$ cat config.mk
export PLATFORM = sky130hd
export DESIGN_NAME = mod_reduce_seq
export DESIGN_NICKNAME = d
export VERILOG_FILES = /design/src/rtl/mod_reduce_pkg.sv /design/src/rtl/mod_fold_step.sv /design/src/rtl/mod_reduce_seq.sv
export SDC_FILE = /design/constraint.sdc
export NUM_CORES = 1
export LEC_CHECK = 0
export CAP_MARGIN = 20
export CELL_PAD_IN_SITES_DETAIL_PLACEMENT = 1
export CELL_PAD_IN_SITES_GLOBAL_PLACEMENT = 1
export CORE_MARGIN = 5
export CORE_UTILIZATION = 40
export CTS_CLUSTER_DIAMETER = 80
export CTS_CLUSTER_SIZE = 8
export DETAILED_ROUTE_END_ITERATION = 16
export GPL_TIMING_DRIVEN = 0
export PLACE_DENSITY = 0.87
export SLEW_MARGIN = 20
export SYNTH_ARGS = -nofsm -noshare
export SYNTH_HDL_FRONTEND = slang
export SYNTH_SLANG_ARGS = --single-unit
export TNS_END_PERCENT = 20
$ cat constraint.sdc
create_clock -name clk -period 12.3 [get_ports clk]
set_input_delay 3.69 -clock clk [delete_from_list [all_inputs] [get_ports clk]]
set_output_delay 3.69 -clock clk [all_outputs]
set_load 0.01 [all_outputs]
$ cat src/rtl/mod_reduce_pkg.sv
// Shared types and sizing helpers for the sequential residue unit and the RNS lanes.
// Latency: n/a (package).
// Backpressure: n/a (package).
package mod_reduce_pkg;

    // Default operating point shared with the residue-domain lanes.
    localparam int MODRED_MOD     = 2011;
    localparam int MODRED_IN_W    = 500;
    localparam int MODRED_CHUNK_W = 6;

    typedef enum logic [1:0] {
        IDLE = 2'd0,
        RUN  = 2'd1,
        DONE = 2'd2
    } state_t;

    // Number of CHUNK_W-bit chunks needed to cover an IN_W-bit operand.
    function automatic int nch(input int in_w, input int chunk_w);
        return (in_w + chunk_w - 1) / chunk_w;
    endfunction

    // Residue width. MOD is odd and >= 3, so it is never a power of two,
    // which means $clog2(MOD) bits hold every value 0..MOD-1.
    function automatic int out_w(input int mod);
        return $clog2(mod);
    endfunction

endpackage

$ cat src/rtl/mod_fold_step.sv
// One Horner fold: acc' = (acc * 2^CHUNK_W + chunk) mod MOD, with acc < MOD on entry.
// Latency: combinational (0 cycles).
// Backpressure: none; pure function of its inputs.
//
// Ports:
//   acc_i   [OUT_W-1:0]    running residue, must be < MOD
//   chunk_i [CHUNK_W-1:0]  next operand chunk (MSB-first order)
//   acc_o   [OUT_W-1:0]    folded residue, always < MOD
module mod_fold_step
    import mod_reduce_pkg::*;
#(
    parameter int  MOD     = MODRED_MOD,
    parameter int  CHUNK_W = MODRED_CHUNK_W,
    localparam int OUT_W   = out_w(MOD)
) (
    input  logic [OUT_W-1:0]   acc_i,
    input  logic [CHUNK_W-1:0] chunk_i,
    output logic [OUT_W-1:0]   acc_o
);

    localparam int             W     = OUT_W + CHUNK_W;
    localparam logic [W-1:0]   MOD_W = W'(MOD);

    logic [W-1:0] t;
    logic         unused_hi;

    // Since acc_i < MOD, {acc_i, chunk_i} < MOD << CHUNK_W. Each restoring
    // stage k leaves t < MOD << k, so after stage 0 the value is < MOD.
    always_comb begin
        t = {acc_i, chunk_i};
        for (int k = CHUNK_W - 1; k >= 0; k--) begin
            if (t >= (MOD_W << k)) begin
                t = t - (MOD_W << k);
            end
        end
    end

    assign acc_o     = t[OUT_W-1:0];
    // Upper bits are provably zero after the last stage.
    assign unused_hi = ^t[W-1:OUT_W];

endmodule

$ cat src/rtl/mod_reduce_seq.sv
// Sequential residue unit: out_data = in_data mod MOD, folding CHUNK_W-bit chunks MSB-first.
// Latency: NCH cycles accept->out_valid (ceil(NCH/2) when MODRED_DUAL_FOLD_EN is defined).
// Backpressure: in_ready only in IDLE; result held in DONE until out_ready; flush aborts anywhere.
//
// Ports:
//   clk, rst_n             clock, async active-low reset
//   flush                  sync abort to IDLE, discards operand and pending result
//   in_valid/in_ready      operand handshake, in_data [IN_W-1:0] unsigned
//   out_valid/out_ready    result handshake, out_data [OUT_W-1:0] < MOD
//   busy                   high in RUN or DONE
// Build option: define MODRED_DUAL_FOLD_EN to chain two folds per cycle.
module mod_reduce_seq
    import mod_reduce_pkg::*;
#(
    parameter int  MOD     = MODRED_MOD,
    parameter int  IN_W    = MODRED_IN_W,
    parameter int  CHUNK_W = MODRED_CHUNK_W,
    localparam int OUT_W   = out_w(MOD)
) (
    input  logic             clk,
    input  logic             rst_n,
    input  logic             flush,
    input  logic             in_valid,
    output logic             in_ready,
    input  logic [IN_W-1:0]  in_data,
    output logic             out_valid,
    input  logic             out_ready,
    output logic [OUT_W-1:0] out_data,
    output logic             busy
);

    localparam int NCH = nch(IN_W, CHUNK_W);
`ifdef MODRED_DUAL_FOLD_EN
    localparam int FOLDS = 2;
`else
    localparam int FOLDS = 1;
`endif
    localparam int STEPS = (NCH + FOLDS - 1) / FOLDS;
    // With two folds per cycle and odd NCH the operand is padded by one extra
    // zero chunk at the MSB; folding a leading zero leaves acc at 0.
    localparam int SR_W  = STEPS * FOLDS * CHUNK_W;
    localparam int SHIFT = FOLDS * CHUNK_W;
    localparam int CNT_W = $clog2(STEPS + 1);

    state_t             state_q, state_d;
    logic [OUT_W-1:0]   acc_q, acc_d;
    logic [SR_W-1:0]    sr_q, sr_d;
    logic [CNT_W-1:0]   cnt_q, cnt_d;
    logic               out_valid_q, out_valid_d;
    logic [OUT_W-1:0]   out_data_q, out_data_d;

    logic [OUT_W-1:0]   acc_f1;
    logic [OUT_W-1:0]   acc_nxt;
    logic               last_step;

    mod_fold_step #(
        .MOD     (MOD),
        .CHUNK_W (CHUNK_W)
    ) u_fold0 (
        .acc_i   (acc_q),
        .chunk_i (sr_q[SR_W-1 -: CHUNK_W]),
        .acc_o   (acc_f1)
    );

`ifdef MODRED_DUAL_FOLD_EN
    mod_fold_step #(
        .MOD     (MOD),
        .CHUNK_W (CHUNK_W)
    ) u_fold1 (
        .acc_i   (acc_f1),
        .chunk_i (sr_q[SR_W-CHUNK_W-1 -: CHUNK_W]),
        .acc_o   (acc_nxt)
    );
`else
    assign acc_nxt = acc_f1;
`endif

    assign last_step = (cnt_q == CNT_W'(STEPS - 1));

    always_comb begin
        state_d     = state_q;
        acc_d       = acc_q;
        sr_d        = sr_q;
        cnt_d       = cnt_q;
        out_valid_d = out_valid_q;
        out_data_d  = out_data_q;

        if (flush) begin
            // Abort overrides accept, fold and handshake on the same edge.
            state_d     = IDLE;
            out_valid_d = 1'b0;
        end else begin
            case (state_q)
                IDLE: begin
                    if (in_valid) begin
                        state_d = RUN;
                        sr_d    = SR_W'(in_data);
                        acc_d   = '0;
                        cnt_d   = '0;
                    end
                end
                RUN: begin
                    acc_d = acc_nxt;
                    sr_d  = sr_q << SHIFT;
                    cnt_d = cnt_q + CNT_W'(1);
                    if (last_step) begin
                        state_d     = DONE;
                        out_valid_d = 1'b1;
                        out_data_d  = acc_nxt;
                    end
                end
                DONE: begin
                    // Returning to IDLE here means the next accept is at least
                    // one cycle after the result handshake.
                    if (out_ready) begin
                        state_d     = IDLE;
                        out_valid_d = 1'b0;
                    end
                end
                default: begin
                    state_d     = IDLE;
                    out_valid_d = 1'b0;
                end
            endcase
        end
    end

    always_ff @(posedge clk or negedge rst_n) begin
        if (!rst_n) begin
            state_q     <= IDLE;
            acc_q       <= '0;
            sr_q        <= '0;
            cnt_q       <= '0;
            out_valid_q <= 1'b0;
            out_data_q  <= '0;
        end else begin
            state_q     <= state_d;
            acc_q       <= acc_d;
            sr_q        <= sr_d;
            cnt_q       <= cnt_d;
            out_valid_q <= out_valid_d;
            out_data_q  <= out_data_d;
        end
    end

    assign in_ready  = (state_q == IDLE);
    assign busy      = (state_q != IDLE);
    assign out_valid = out_valid_q;
    assign out_data  = out_data_q;

endmodule

# --- Word-level counts from Yosys, hierarchy flattened ---
# Index checks and enable logic that the tools add are counted.
word_totals:
  regBits: 536
  in_bits: 505
  output_inout_bits: 14
  wordCells: 56
classes:
  n_addsub: 7
  order_cmp: 6
  eq_ne: 8
  n_mux: 21
  bitwise: 1
  n_reduce_logical: 7
op_table:
  columns: ["operator", "count"]
  rows:
  - ["504-bit one-hot mux with 2 select lines", 1]
  - ["504-bit 2-to-1 mux", 1]
  - ["17-bit 2-to-1 mux", 5]
  - ["11-bit 2-to-1 mux", 2]
  - ["11-bit one-hot mux with 2 select lines", 1]
  - ["17-bit by 11-bit greater-or-equal comparator with 1-bit output, second input constant", 1]
  - ["17-bit by 12-bit greater-or-equal comparator with 1-bit output, second input constant", 1]
  - ["17-bit by 13-bit greater-or-equal comparator with 1-bit output, second input constant", 1]
  - ["17-bit by 14-bit greater-or-equal comparator with 1-bit output, second input constant", 1]
  - ["17-bit by 15-bit greater-or-equal comparator with 1-bit output, second input constant", 1]
  - ["17-bit by 16-bit greater-or-equal comparator with 1-bit output, second input constant", 1]
  - ["17-bit by 12-bit subtractor with 17-bit output, second input constant", 1]
  - ["17-bit by 13-bit subtractor with 17-bit output, second input constant", 1]
  - ["17-bit by 14-bit subtractor with 17-bit output, second input constant", 1]
  - ["17-bit by 15-bit subtractor with 17-bit output, second input constant", 1]
  - ["17-bit by 16-bit subtractor with 17-bit output, second input constant", 1]
  - ["7-bit one-hot mux with 2 select lines", 1]
  - ["3-bit AND reduction", 4]
  - ["11-bit subtractor, second input constant", 1]
  - ["3-bit != test, second input constant", 3]
  - ["2-bit 2-to-1 mux", 4]
  - ["7-bit by 1-bit adder with 7-bit output, second input constant", 1]
  - ["7-bit == test, second input constant", 1]
  - ["7-bit 2-to-1 mux", 1]
  - ["other kinds (9)", 13]

# --- Logic depth before layout (Yosys ltp) ---
# Gate-level depths: netlist (run 1).
depth:
  depth_word: 13
  mapped_depth: 44
  mapped_depth_nobuf: 41

# --- Cells and area by module ---
# A second synthesis (run 1) with hierarchy kept.
unflattened:
  cells_unflattened: 2836
  hier_area_um2: 28432.3
by_module_without_submodules:
  columns: ["module", "n_inst", "cells_each", "area_per_inst_um2", "seq_area_each_um2"]
  rows:
  - ["mod_reduce_seq", 1, 2358, 24982.7, 13412.9]
  - ["mod_fold_step", 1, 478, 3449.6, 0.0]

# --- Least setup slack after synthesis (run 1) ---
# OpenSTA, ideal clock, no wires.
synth_timing:
  kind: "register to register"
  start: "register acc_q[0]"
  end: "register acc_q[8]"
  setup_ns: 0.122
  arrival_ns: 8.505
  t_required_ns: 12.178
  setup_slack_ns: 3.674
  path_stages_with_launch: 44
  n_path_buf: 2
  period_less_slack_ns: 8.626
  cell_sequence: "dfrtp_1 > ha_1 > o211a_2 > nor3_2 > a21o_1 > buf_6 > xnor2_1 > ha_1 > nand2_1 > a211oi_1 > mux2i_1 > o2111ai_2 > a21boi_1 > or2_2 > ha_1 > a31o_2 > a21oi_2 > o31a_1 > [8 not listed] > o211ai_1 > o41a_1 > o2111ai_2 > a31oi_1 > xnor2_1 > ha_1 > a211oi_2 > o32ai_4 > nor3b_4 > or3_1 > and2_1 > ha_1 > o221ai_1 > a2111o_1 > nand4b_1 > a31oi_1 > or4_1 > a32o_1"
synth_via:
  elab_chain_cells: 13
  word_cells_on_any_way: 19
  classes_between: "add/sub: 6; order compare: 6; mux: 7"
synth_lines:
  columns: ["item", "line", "rtl"]
  rows:
  - ["from (decl)", "mod_reduce_seq.sv:46", "logic [OUT_W-1:0] acc_q, acc_d;"]
  - ["from (signal assigned)", "mod_reduce_seq.sv:131", "acc_q <= '0;"]
  - ["from (signal assigned)", "mod_reduce_seq.sv:138", "acc_q <= acc_d;"]
  - ["17-bit by 16-bit subtractor with 17-bit output / 17-bit by 16-bit greater-or-equal comparator with 1-bit output (equally long branches)", "mod_fold_step.sv:33, mod_fold_step.sv:32", null]
  - ["17-bit 2-to-1 mux *", "mod_fold_step.sv:32", "if (t >= (MOD_W << k)) begin"]
  - ["17-bit by 15-bit subtractor with 17-bit output / 17-bit by 15-bit greater-or-equal comparator with 1-bit output (equally long branches)", "mod_fold_step.sv:33, mod_fold_step.sv:32", null]
  - ["17-bit 2-to-1 mux *", "mod_fold_step.sv:32", null]
  - ["17-bit by 14-bit subtractor with 17-bit output / 17-bit by 14-bit greater-or-equal comparator with 1-bit output (equally long branches)", "mod_fold_step.sv:33, mod_fold_step.sv:32", null]
  - ["17-bit 2-to-1 mux *", "mod_fold_step.sv:32", null]
  - ["17-bit by 13-bit subtractor with 17-bit output / 17-bit by 13-bit greater-or-equal comparator with 1-bit output (equally long branches)", "mod_fold_step.sv:33, mod_fold_step.sv:32", null]
  - ["17-bit 2-to-1 mux *", "mod_fold_step.sv:32", null]
  - ["17-bit by 12-bit subtractor with 17-bit output / 17-bit by 12-bit greater-or-equal comparator with 1-bit output (equally long branches)", "mod_fold_step.sv:33, mod_fold_step.sv:32", null]
  - ["17-bit 2-to-1 mux *", "mod_fold_step.sv:32", null]
  - ["17-bit by 11-bit greater-or-equal comparator with 1-bit output / 11-bit subtractor (equally long branches)", "mod_fold_step.sv:32, mod_fold_step.sv:33", null]
  - ["11-bit 2-to-1 mux *", "mod_fold_step.sv:32", null]
  - ["11-bit one-hot mux with 2 select lines *", "mod_reduce_seq.sv:93", "case (state_q)"]
# Every way passes the cells marked *; elsewhere a longest branch is shown, timed or not.
# A chain may end at the register's enable or synchronous reset.

# --- Worst setup path after layout (run 1) ---
layout_timing:
  start: "register sr_q[503]"
  end: "register acc_q[10]"
layout_via:
  elab_chain_cells: 13
  word_cells_on_any_way: 19
  classes_between: "add/sub: 6; order compare: 6; mux: 7"
layout_lines:
  columns: ["item", "line", "rtl"]
  rows:
  - ["from (decl)", "mod_reduce_seq.sv:47", "logic [SR_W-1:0] sr_q, sr_d;"]
  - ["from (signal assigned)", "mod_reduce_seq.sv:139", "sr_q <= sr_d;"]
  - ["17-bit by 16-bit subtractor with 17-bit output / 17-bit by 16-bit greater-or-equal comparator with 1-bit output (equally long branches)", "mod_fold_step.sv:33, mod_fold_step.sv:32", null]
  - ["17-bit 2-to-1 mux *", "mod_fold_step.sv:32", null]
  - ["17-bit by 15-bit subtractor with 17-bit output / 17-bit by 15-bit greater-or-equal comparator with 1-bit output (equally long branches)", "mod_fold_step.sv:33, mod_fold_step.sv:32", null]
  - ["17-bit 2-to-1 mux *", "mod_fold_step.sv:32", null]
  - ["17-bit by 14-bit subtractor with 17-bit output / 17-bit by 14-bit greater-or-equal comparator with 1-bit output (equally long branches)", "mod_fold_step.sv:33, mod_fold_step.sv:32", null]
  - ["17-bit 2-to-1 mux *", "mod_fold_step.sv:32", null]
  - ["17-bit by 13-bit subtractor with 17-bit output / 17-bit by 13-bit greater-or-equal comparator with 1-bit output (equally long branches)", "mod_fold_step.sv:33, mod_fold_step.sv:32", null]
  - ["17-bit 2-to-1 mux *", "mod_fold_step.sv:32", null]
  - ["17-bit by 12-bit subtractor with 17-bit output / 17-bit by 12-bit greater-or-equal comparator with 1-bit output (equally long branches)", "mod_fold_step.sv:33, mod_fold_step.sv:32", null]
  - ["17-bit 2-to-1 mux *", "mod_fold_step.sv:32", null]
  - ["17-bit by 11-bit greater-or-equal comparator with 1-bit output / 11-bit subtractor (equally long branches)", "mod_fold_step.sv:32, mod_fold_step.sv:33", null]
  - ["11-bit 2-to-1 mux *", "mod_fold_step.sv:32", null]
  - ["11-bit one-hot mux with 2 select lines *", "mod_reduce_seq.sv:93", null]
# Marked as above.

==> results.ini, run 1 <==
[run_status]
status = complete, no violations

[floorplanning]
die_x_um = 264
start_util_pct = 40.3
core_area_sq_um = 64200
die-area_sq_um = 69900
io_pins = 519
dieHeight_um = 264
fp-row-count = 93

[yosys]
yosysUniqueCellTypes = 98
synth.most_common_cell = dfrtp_1
ys_top_cells_by_count = dfrtp_1, inv_1, a222oi_1, nand2_1, o21ai_0
synth_area_per_cell_sq_um = 10.5
synth_top_area_cell = dfrtp_1
ys_async_sr_fraction_pct = 100
synth_ff_type = dfrtp_1
synth_area_sq_um = 25900
yosysSeqAreaShare_pct = 51.8
synth_top_area_share_pct = 51.8
ys_top_cells_by_area = dfrtp_1, a222oi_1, mux2i_1
synth_edf_count = 0
synth_nets = 2980
ys_ff_latch = 536
syn-instance-count = 2468
ys_warn_count = 0

[clock_network]
clockRootBuffer = clkbuf_16
htreeDepth = 3
clockBufferDepth = 3
cts_made_buffers = 77
hold_buffers = 0
cts_sinks = 536
cts_tree = built
cts_setup_buffers = 0
path_clk_slew_ns = 0.06
cts.repair.resized = 0
clock_latency_ns = 0.61

[detailed_routing]
drt-pass1-iter-count = 10
vias = 24100
viasPerCell = 6.06
drc = 0
wl_per_cell_um = 26.5
dr.first_iter.drc_count = 2905
drt-total-wl_um = 106000
postRouteAntennaNets = 0

[worst_setup_path]
cpMostUsedCell = ha_1
r2r_slack_ns = 1.40
startpoint_type = flop
critPathMaxFanout = 10
reg2reg_depth = 42
r2r-start = sr_q[503]$_DFFE_PN0P_
crit_type = flop to flop
cp.required_ns = 12.76
slowest_stage = a31oi_1
arrival_ns = 11.36
endpoint_kind = flop
r2r_end = acc_q[10]$_DFFE_PN0P_
cp_slowest_stage_delay_ns = 0.58

[hold_path]
hold-path-cell-count = 2
hp-class = flop to flop
hold_end = sr_q[437]$_DFFE_PN0P_
hold_start = sr_q[437]$_DFFE_PN0P_

[sta]
layout_setup_ws_ns = 1.40
maxSlewHeadroom_pct = 28.8
clock_skew_ns = 0.0191
fin_crit_sh_pct = 88.7
setup_viol = 0
drv_slew = 0
final_hold_viol_count = 0
grt_setup_unrepaired = no
fin_crit_ns = 10.90
worst_slew_pin_slew_ns = 1.05
max_freq_mhz = 91.7
hold_slack_ns = 0.478

[final_layout]
drive_gt1_share_pct = 5.62
area_growth_pct = 33.4
fin_util_pct = 53.7
fillers = 6960
fin_cells = 3982
nNetsFinal = 3584

[global_routing]
grt_use_total_pct = 28.8
overflow = 0
antenna_found_initial = 61
grt_pass1_wl_um = 159000
grt_max_degree = 96
grt_pass1_vias = 26600

[job]
cap_violations = 0

[placed_design]
port_buffers = 518
place_inst = 3848
pre_cts_slack_ns = 1.64
gp_congestion = 0.979
dp_hpwl_um = 78600

[power]
vdd_drop_max_uv = 159
p_leak_nw = 15.8
p_per_area_nw_per_um2 = 203

cells by family (layout without fill, tap and decap cells):
kind of cell    Yosys count  in the layout  synth area share, %
fa+ha+maj                 7              7                0.338
simple gates            445            445                 8.39
flops                   536            536                 51.8
xor+xnor                 34             34                 1.31
compound gates          727            727                 22.3
mux                     217            217                 8.43
other cells               0             49                    0
buf+inv                 502           1112                 7.42
registers in the layout (all words and copies together), names as in the netlist:
| signal | count |
|---|---|
| acc_q | 11 |
| cnt_q | 7 |
| out_data | 11 |
| out_valid | 1 |
| sr_q | 504 |
| state_q | 2 |
layout make-up:
type                            instances  area, sq um  share of cell area (%)
Tap cell                              855         1070                    3.10
Sequential cell                       536        13400                    38.9
Antenna cell                           49          123                   0.355
Clock inverter                          6          114                   0.330
Inverter                              308         1160                    3.35
Buffer                                194          763                    2.21
Clock buffer                           79         1970                    5.70
Multi-Input combinational cell       1430        10500                    30.6
Timing Repair Buffer                  525         5360                    15.5
critical path, delay by kind of cell (launching register included):
| kind | cells | cell delay [ns] |
|---|---|---|
| adder cells (fa/ha/maj) | 6 | 1.64 |
| XOR/XNOR | 3 | 0.74 |
| buffers and inverters | 4 | 0.57 |
| multiplexers | 2 | 0.67 |
| AND/OR/NAND/NOR | 9 | 2.04 |
| AO/OA/AOI/OAI | 18 | 4.68 |
| flip-flops | 1 | 0.40 |
worst max path at each step:
stage,slack (ns),cells after the start,endpoint,startpoint
3_5_place_dp,1.64,42,acc_q[10]$_DFFE_PN0P_,sr_q[503]$_DFFE_PN0P_
4_1_cts,1.54,43,acc_q[8]$_DFFE_PN0P_,sr_q[503]$_DFFE_PN0P_
3_3_place_gp,-15.57,1,sr_q[262]$_DFFE_PN0P_,rst_n
2_1_floorplan,3.67,43,acc_q[8]$_DFFE_PN0P_,acc_q[0]$_DFFE_PN0P_
5_1_grt,0.81,44,out_data[1]$_DFFE_PN0P_,sr_q[503]$_DFFE_PN0P_
6_report,1.40,42,acc_q[10]$_DFFE_PN0P_,sr_q[503]$_DFFE_PN0P_
layer usage:
metal | vias up | part of all wire [%] | track usage, %
li1 | 10500 | - | -
met1 | 12300 | 37 | 33.6
met2 | 1015 | 50 | 48.9
met3 | 297 | 7.8 | 7.87
met4 | 38 | 5.2 | 14.6
met5 | - | 0.24 | 0
cells in the final DEF, fill, tap and decap left out, drive strengths merged, types with 12 or more instances in the layout:
cell type / count
and2: 20
o21ai: 246
nand2: 248
o211ai: 15
xnor2: 24
buf: 35
nor4: 12
dfrtp: 536
nor2: 42
a222oi: 292
a22o: 14
mux2i: 212
clkdlybuf4s50: 517
diode: 49
nor3: 22
a21oi: 30
clkbuf: 246
a31oi: 13
nand3: 19
inv: 310
where the power goes:
group / internal [W] / switching, W / total [W] / leakage, nW
Clock: 0.00113 / 0.000792 / 0.00192 / 1.02
Sequential: 0.00208 / 0.000230 / 0.00231 / 6.76
Combinational: 0.00104 / 0.00172 / 0.00276 / 7.99
through the flow:
step	cell area, sq um	TNS (ns)	power [W]
3_5_place_dp	32300	0	0.00500
2_1_floorplan	25900	0	0.00405
6_report	34500	0	0.00699
3_3_place_gp	32100	-8304.13	0.00486
4_1_cts	34400	0	0.00697
5_1_grt	34500	0	0.00735
No activity file was read; power rests on OpenSTA's default activity.
==> inputs of run 2 (changes only) <==
- CORE_UTILIZATION: 40 -> 30
- GPL_ROUTABILITY_DRIVEN: not set -> 0
- PLACE_DENSITY: 0.87 -> 0.7
==> run 2 against run 1 <==
  * Via count fell by 5.2%
  * Power down 0.75%
  * First-iteration DRC count is 17% lower
  * Sequential cell count is the same
  * Fmax up 0.50%
  * Worst setup slack gained 0.054 ns
  * Largest power group unchanged
==> results.ini, run 2 (synthesized netlist as in run 1, its figures left out) <==
[detailed_routing]
dr.first_iter.drc_count = 2409  ; -17%
drt-total-wl_um = 99700  ; -5.6%
postRouteAntennaNets = 0  ; unchanged
vias = 22900  ; -5.2%
viasPerCell = 5.37  ; -11%
drt-pass1-iter-count = 10  ; unchanged
drc = 0  ; unchanged
wl_per_cell_um = 23.4  ; -12%

[sta]
layout_setup_ws_ns = 1.45  ; +0.0537 ns
grt_setup_unrepaired = no
maxSlewHeadroom_pct = 29.3  ; +0.51 points
final_hold_viol_count = 0  ; unchanged
setup_viol = 0  ; unchanged
drv_slew = 0  ; unchanged
clock_skew_ns = 0.0421  ; +0.0230 ns
tns_ns = 0  ; unchanged
fin_crit_ns = 10.85  ; -0.0537 ns
worst_slew_pin_slew_ns = 1.05  ; -0.00136 ns
fin_crit_sh_pct = 88.2  ; -0.44 points
max_freq_mhz = 92.2  ; +0.50%

[global_routing]
overflow = 0  ; unchanged
grt_pass1_wl_um = 151000  ; -4.9%
grt_use_total_pct = 20.7  ; -8.1 points
grt_pass1_vias = 24700  ; -7.1%
antenna_found_initial = 55  ; -9.8%
grt_max_degree = 91  ; -5.2%

[placed_design]
dp_hpwl_um = 76900  ; -2.2%
port_buffers = 518  ; unchanged
pre_cts_slack_ns = 1.66  ; +0.0168 ns

[worst_setup_path]
r2r_end = out_data[0]$_DFFE_PN0P_
critPathMaxFanout = 10  ; unchanged
crit_type = flop to flop
slowest_stage = xnor2_1
r2r-start = sr_q[503]$_DFFE_PN0P_
arrival_ns = 11.38  ; +0.02 ns
reg2reg_depth = 44  ; +4.8%
cp_slowest_stage_delay_ns = 0.45  ; -0.13 ns
cp.required_ns = 12.83  ; +0.07 ns
startpoint_type = flop
endpoint_kind = flop
r2r_slack_ns = 1.45  ; +0.05 ns
cpMostUsedCell = ha_1

[power]
p_per_area_nw_per_um2 = 199  ; -1.9%
p_leak_nw = 15.8  ; +0.23%
vdd_drop_max_uv = 161  ; +0.86%

[final_layout]
layout_commonest_cell = dfrtp_1
multi_input_area_sq_um = 10500  ; unchanged
area_growth_pct = 35.0
final-seq-area_sq_um = 13400  ; unchanged
drive_gt1_share_pct = 5.68  ; +0.056 points
nNetsFinal = 3584  ; unchanged
top_register = sr_q
final_cell_mix = dfrtp_1, clkdlybuf4s50_1, inv_1
fillers = 9566  ; +37%
largest_register_ffs = 504  ; unchanged

[floorplanning]
fp-row-count = 107  ; +15%
die_x_um = 304  ; +15%
io_pins = 519  ; unchanged
start_util_pct = 30.3  ; -10 points
die-area_sq_um = 92200  ; +32%
core_area_sq_um = 85400  ; +33%
dieHeight_um = 304  ; +15%

[clock_network]
cts.repair.resized = 0  ; unchanged
clock_latency_ns = 0.63  ; +0.02 ns
clockRootBuffer = clkbuf_16
hold_buffers = 0  ; unchanged
htreeDepth = 3  ; unchanged
cts_made_buffers = 77  ; unchanged
cts_tree = built
cts_sinks = 536  ; unchanged
path_clk_slew_ns = 0.05  ; about the same
clockBufferDepth = 3  ; unchanged
cts_setup_buffers = 0  ; unchanged

[hold_path]
hold_end = sr_q[447]$_DFFE_PN0P_
hold-path-cell-count = 2  ; unchanged
hp-class = flop to flop
hold_start = sr_q[447]$_DFFE_PN0P_

[job]
cap_violations = 0  ; unchanged

[run_status]
status = complete, no violations

## run 2: through the flow
stage / hold slack, ns / utilization (%) / std cells / power [W] / cell area (sq um)
global route: 0.499 / 40.9 / 4249 / 0.00734 / 34900
floorplan: 0.450 / - / 2468 / 0.00405 / 25900
CTS: 0.473 / 40.8 / 4227 / 0.00698 / 34900
finish: 0.474 / 40.9 / 4258 / 0.00694 / 34900
detailed placement: 0.470 / 38.3 / 4137 / 0.00497 / 32700
global placement: 0.461 / 38.0 / 4130 / 0.00491 / 32500
## run 2: critical path: cells and delay by family, from the launching register on
family	cells	cell delay (ns)
AOI/OAI and AO/OA	18	4.26
buffers and inverters	5	0.80
adders and majority gates	6	1.67
xor gates and xnor gates	4	1.18
DFF	1	0.39
muxes	2	0.46
and+or+nand+nor	9	2.01
## run 2: cell type report
class,instances,area share [%]
Antenna cell,31,0.222
Multi-Input combinational cell,1430,30.2
Buffer,194,2.19
Tap cell,1144,4.10
Clock buffer,84,5.71
Inverter,308,3.31
Timing Repair Buffer,525,15.4
Sequential cell,536,38.4
Clock inverter,6,0.516
## run 2: how the worst max path moves through the flow
stage / from / to / slack, ns
floorplan: acc_q[0]$_DFFE_PN0P_ / acc_q[8]$_DFFE_PN0P_ / 3.67
global placement: rst_n / sr_q[261]$_DFFE_PN0P_ / -17.81
detailed placement: sr_q[503]$_DFFE_PN0P_ / out_data[1]$_DFFE_PN0P_ / 1.66
CTS: sr_q[503]$_DFFE_PN0P_ / acc_q[1]$_DFFE_PN0P_ / 1.60
global route: sr_q[503]$_DFFE_PN0P_ / acc_q[1]$_DFFE_PN0P_ / 0.84
finish: sr_q[503]$_DFFE_PN0P_ / out_data[0]$_DFFE_PN0P_ / 1.45
## run 2: where the power goes
group,internal (W),switching [W]
clock,0.00115,0.000814
sequential,0.00207,0.000214
combinational,0.00104,0.00165
## run 2: layer usage
layer | share of wire (%) | wire length, um | track usage, % | vias up
met5 | 0.28 | 283 | 0 | -
met4 | 2.5 | 2540 | 6.62 | 40
li1 | - | - | - | 10400
met3 | 6.1 | 6110 | 5.39 | 164
met1 | 41 | 40900 | 25.5 | 11600
met2 | 50 | 49900 | 35.7 | 600
